**config.mk**
```make
export PLATFORM = sky130hd
export DESIGN_NAME = mem_access_unit
export DESIGN_NICKNAME = d
export VERILOG_FILES = /design/src/rtl/mem_access_unit.sv
export SDC_FILE = /design/constraint.sdc
export NUM_CORES = 1
export LEC_CHECK = 0
export CAP_MARGIN = 10
export CORE_MARGIN = 2
export CORE_UTILIZATION = 25
export CTS_BUF_LIST = sky130_fd_sc_hd__clkbuf_8
export DETAILED_ROUTE_END_ITERATION = 10
export PLACE_DENSITY = 0.56
export RECOVER_POWER = 50
export SYNTH_ARGS = -nofsm -noshare
export SYNTH_HDL_FRONTEND = slang
export SYNTH_SLANG_ARGS = --single-unit
export TNS_END_PERCENT = 20
```
**constraint.sdc**
```tcl
create_clock -name clk -period 8.8 [get_ports clk]
set_input_delay 1.32 -clock clk [delete_from_list [all_inputs] [get_ports clk]]
set_output_delay 1.32 -clock clk [all_outputs]
set_load 0.005 [all_outputs]
```
**src/rtl/mem_access_unit.sv**
```systemverilog
// MEM-stage load/store unit: issues one word-addressed data-memory access per
// load/store, stalls the pipeline while it is outstanding and formats load data.
module mem_access_unit #(
    parameter int TIMEOUT = 16,
    parameter int TIMER_W = 5
) (
    input  logic        clk,
    input  logic        reset,
    input  logic        mem_read,
    input  logic        mem_write,
    input  logic [2:0]  funct3,
    input  logic [31:0] alu_result,
    input  logic [31:0] store_data,
    output logic        dmem_req,
    output logic        dmem_we,
    output logic [31:0] dmem_addr,
    output logic [31:0] dmem_wdata,
    output logic [3:0]  dmem_be,
    input  logic        dmem_ready,
    input  logic [31:0] dmem_rdata,
    output logic [31:0] load_data,
    output logic        busy_wait,
    output logic        misaligned,
    output logic        bus_error
);

    localparam logic [1:0] IDLE   = 2'd0;
    localparam logic [1:0] ACCESS = 2'd1;
    localparam logic [1:0] DONE   = 2'd2;

    logic [1:0]         state;
    logic [2:0]         f3_q;
    logic [1:0]         lane_q;
    logic               we_q;
    logic [3:0]         be_q;
    logic [TIMER_W-1:0] timer;

    logic               request;
    logic               legal;
    logic               issue;
    logic               timeout;
    logic [3:0]         be_next;
    logic [31:0]        wdata_next;
    logic [31:0]        rword_sh;
    logic [31:0]        load_fmt;

    // A store takes priority over a load, so store-illegal width codes reject
    // the whole request even if mem_read is also set.
    always_comb begin
        request = mem_read | mem_write;
        legal   = 1'b0;
        case (funct3)
            3'b000:  legal = 1'b1;
            3'b001:  legal = ~alu_result[0];
            3'b010:  legal = (alu_result[1:0] == 2'b00);
            3'b100:  legal = ~mem_write;
            3'b101:  legal = ~mem_write & ~alu_result[0];
            default: legal = 1'b0;
        endcase
        issue      = (state == IDLE) && request && legal;
        misaligned = request && !legal;
    end

    always_comb begin
        be_next    = 4'b1111;
        wdata_next = store_data;
        case (funct3[1:0])
            2'b00: begin
                be_next    = 4'b0001 << alu_result[1:0];
                wdata_next = {4{store_data[7:0]}};
            end
            2'b01: begin
                be_next    = 4'b0011 << alu_result[1:0];
                wdata_next = {2{store_data[15:0]}};
            end
            default: begin
                be_next    = 4'b1111;
                wdata_next = store_data;
            end
        endcase
    end

    // Halfword accesses are aligned, so one byte-granular shift serves both widths.
    always_comb begin
        rword_sh = dmem_rdata >> {lane_q, 3'b000};
        load_fmt = dmem_rdata;
        case (f3_q)
            3'b000:  load_fmt = {{24{rword_sh[7]}}, rword_sh[7:0]};
            3'b001:  load_fmt = {{16{rword_sh[15]}}, rword_sh[15:0]};
            3'b100:  load_fmt = {24'd0, rword_sh[7:0]};
            3'b101:  load_fmt = {16'd0, rword_sh[15:0]};
            default: load_fmt = dmem_rdata;
        endcase
    end

    assign timeout   = (timer == TIMER_W'(TIMEOUT - 1));
    assign dmem_req  = (state == ACCESS);
    assign dmem_we   = we_q & dmem_req;
    assign dmem_be   = be_q & {4{dmem_req}};
    assign busy_wait = ~reset & (issue | dmem_req);

    always_ff @(posedge clk or posedge reset) begin
        if (reset) begin
            state      <= IDLE;
            f3_q       <= 3'd0;
            lane_q     <= 2'd0;
            we_q       <= 1'b0;
            be_q       <= 4'd0;
            timer      <= '0;
            dmem_addr  <= 32'd0;
            dmem_wdata <= 32'd0;
            load_data  <= 32'd0;
            bus_error  <= 1'b0;
        end else begin
            bus_error <= 1'b0;
            case (state)
                IDLE: begin
                    if (issue) begin
                        dmem_addr  <= {alu_result[31:2], 2'b00};
                        dmem_wdata <= wdata_next;
                        we_q       <= mem_write;
                        be_q       <= be_next;
                        f3_q       <= funct3;
                        lane_q     <= alu_result[1:0];
                        timer      <= '0;
                        state      <= ACCESS;
                    end
                end
                ACCESS: begin
                    if (dmem_ready) begin
                        if (!we_q) begin
                            load_data <= load_fmt;
                        end
                        timer <= '0;
                        state <= DONE;
                    end else if (timeout) begin
                        bus_error <= 1'b1;
                        timer     <= '0;
                        state     <= DONE;
                    end else begin
                        timer <= timer + 1'b1;
                    end
                end
                DONE: begin
                    state <= IDLE;
                end
                default: begin
                    state <= IDLE;
                end
            endcase
        end
    end

endmodule

```
==> impl_metrics.csv <==
group,metric,value,unit
die,num_rows,52,
worst_setup_path,crit_buf_inv,2,
routing,via_per_inst,4.67,
placement,pre_cts_slack,3.56,ns
worst_setup_path,crit_chain,"clkdlybuf4s50_1 -> a221oi_2 -> o21ai_0 -> a21o_1 -> nor2_1 -> clkdlybuf4s50_1",
cts,hold_buffers,0,
status,status,"finished, violations left",
finish,final_common_cell,"dfrtp_1",
cts,cts_sinks,112,
worst_setup_path,cp.arrival,3.90,ns
cts,cts_inserted_buffers,9,
cts,cts.clk_slew.worst_paths,0.10,ns
cts,h-tree-depth,3,
worst_setup_path,cp_slowest_cell,"clkdlybuf4s50_1",
finish,final_cell_mix,"112 x dfrtp_1, 109 x clkdlybuf4s50_1, 97 x dlygate4sd3_1",
die,die-area,0.0221,mm^2
finish,finalNetCount,782,
worst_setup_path,path_delay_family,"buffers and inverters",
hold_path,min_from,"load_data[0]",
die,die_h,149,um
cts,clock-root-buffer,"clkbuf_8",
yosys,synth_top_area_frac,0.535,
pwr,vdd_drop_max,0.142,mV
sta,fin_crit_sh,0.593,
yosys,synth_edf_count,0,
cts,clk_latency,0.38,ns
worst_setup_path,cpPeakStageDelay,0.87,ns
placement,portBuffers,206,
sta,tightestPinTransition,1.66,ns
die,core_area,0.0204,mm^2
sta,min_period,5.22,ns
worst_setup_path,cp.required,7.48,ns
sta,slew_violations,39,
routing,drt_wl_total,16.0,mm
yosys,syn_avg_cell_area,10.7,um^2
worst_setup_path,crit_path_start_kind,"primary input",
yosys,async_flop_share,1.00,
sta,rsz0062_at_grt,"no",
routing,vias,4437,
hold_path,hold_class,"reg2reg",
yosys,syn_area,0.00524,mm^2
pwr,p_leak,3.32,nW
sta,setup-tns-final,0,ns
worst_setup_path,path_common_cell,"clkdlybuf4s50_1",
yosys,syn_inst,490,
global_route,grt_pass1_wl,25.4,mm
die,num_io_pins,209,
worst_setup_path,r2r_start,"lane_q[0]",
global_route,track_usage,0.148,
yosys,synth.top_cells.by_area,"dfrtp_1 54%, mux2_2 9.0%, mux2i_1 6.3%",
yosys,seq_area_frac_synth,0.535,
global_route,grt_max_degree,101,
sta,timing.fmax,192,MHz
routing,drtIter0Drc,177,
placement,gp_congestion,0.797,
routing,drt-pass1-iter-count,4,
flow_run,maxCapViolCount,1,
die,initial_core_util,0.256,
global_route,grt_pass1_vias,4667,
finish,area_growth,46.7,%
yosys,synth_seq_cells,112,
finish,antenna_cells,0,
finish,layout-drive-gt1-share,0.0999,
sta,fin_skew,0.00794,ns
die,die_w,149,um
worst_setup_path,cp-end-kind,"primary output",
yosys,synthDistinctLibCells,42,
sta,whs,0.484,ns
worst_setup_path,crit_path_max_fanout,14,
yosys,ys.flop_type,"dfrtp_1",
placement,hpwl,11.7,mm
status,violations,"max-capacitance violations, max-slew violations",
worst_setup_path,critical_path_class,"in2out",
sta,setup_viol,0,
sta,setup_ws,3.58,ns
routing,ant_nets,0,
yosys,synth_top_area_cell,"dfrtp_1",
sta,relSlewSlack,-0.109,
cts,cts_tree,"done",
cts,post_cts_buffers,0,
global_route,overflow,0,
pwr,power_density,274,mW/mm^2
yosys,ys_warn_count,0,
routing,post_drt_wl_per_cell,16.9,um
routing,drc,0,
cts,clk_path_buf_depth,2,
cts,cts.repair.resized,0,
global_route,antenna_found_initial,0,
sta,finalHoldViolCount,0,
worst_setup_path,setup.worst_path.start,"funct3[0]",
-- worst paths after layout --
check                                  to  slack (ns)  cells past startpoint
hold / removal               load_data[0]        0.48                      2
hold reg to reg              load_data[0]        0.48                      2
setup reg to reg            load_data[13]        6.20                      4
setup / recovery                busy_wait        3.58                      6
min in group asynchronous        timer[0]        1.69                      2
max in group asynchronous  dmem_wdata[28]        5.46                      3
-- area by class of cell --
type | instances | area [um^2]
Fill cell | 2027 | 12700
Sequential cell | 112 | 2800
Multi-Input combinational cell | 341 | 2260
Timing Repair Buffer | 211 | 2100
Tap cell | 270 | 338
Clock buffer | 10 | 138
Clock inverter | 5 | 33.8
Inverter | 2 | 8.76
-- worst register-to-register path: cells and delay by family (launching register included) --
family,cells,cell delay (ns)
flops,1,0.89
simple gates,2,0.74
mux,1,0.64
compound gates,1,0.18
-- stage by stage --
| stage | cells | util | total power, mW | cell area (um^2) |
|---|---|---|---|---|
| floorplan | 491 | - | 1.30 | 5240 |
| global placement | 936 | 0.368 | 1.91 | 7510 |
| detailed placement | 936 | 0.368 | 1.93 | 7510 |
| CTS | 951 | 0.376 | 2.24 | 7690 |
| global route | 951 | 0.376 | 2.28 | 7680 |
| finish | 951 | 0.376 | 2.11 | 7680 |
-- registers in the layout, indices dropped and copies added, names as in the netlist --
signal and count:
be_q 4, dmem_addr 30, lane_q 2, dmem_wdata 32
load_data 32, we_q 1, timer 5, f3_q 3
state 2, bus_error 1
-- cell usage after synthesis, types with 2 or more instances --
| library cell | number |
|---|---|
| a211oi_1 | 7 |
| buf_2 | 13 |
| mux2_2 | 42 |
| nand3_1 | 34 |
| a221o_1 | 6 |
| nor2b_1 | 6 |
| dfrtp_1 | 112 |
| a21o_1 | 3 |
| a21oi_1 | 10 |
| inv_1 | 2 |
| o21a_1 | 2 |
| nand2_1 | 58 |
| nor2_1 | 31 |
| buf_4 | 4 |
| nor3_1 | 9 |
| o22ai_1 | 2 |
| mux2i_1 | 33 |
| nor3b_1 | 10 |
| clkbuf_1 | 18 |
| and2_1 | 13 |
| nand2b_1 | 8 |
| o21ai_0 | 46 |
| a22o_1 | 2 |
-- layer usage --
metal / up-vias / share of wire / global-route usage
met5: - / 0 / 0
met4: 0 / 0.017 / 0.0505
met3: 17 / 0.10 / 0.0541
li1: 2082 / - / -
met1: 2153 / 0.40 / 0.177
met2: 185 / 0.48 / 0.245
-- power breakdown --
group	switching, mW	internal, mW	total, mW	leakage (nW)
combinational	0.358	0.539	0.897	1.85
sequential	0.170	0.752	0.922	1.38
clock	0.178	0.110	0.288	0.0899
-- logic make-up after synthesis --
kind of cell,Yosys count,synth area share
AOI/OAI and AO/OA,85,0.103
xor gates and xnor gates,1,0.00167
adders and majority gates,1,0.00239
buffers and inverters,38,0.0332
DFF,112,0.535
muxes,76,0.158
other,1,0.000716
and+or+nand+nor,176,0.166
Note: power is estimated with default switching activity, not from simulation.
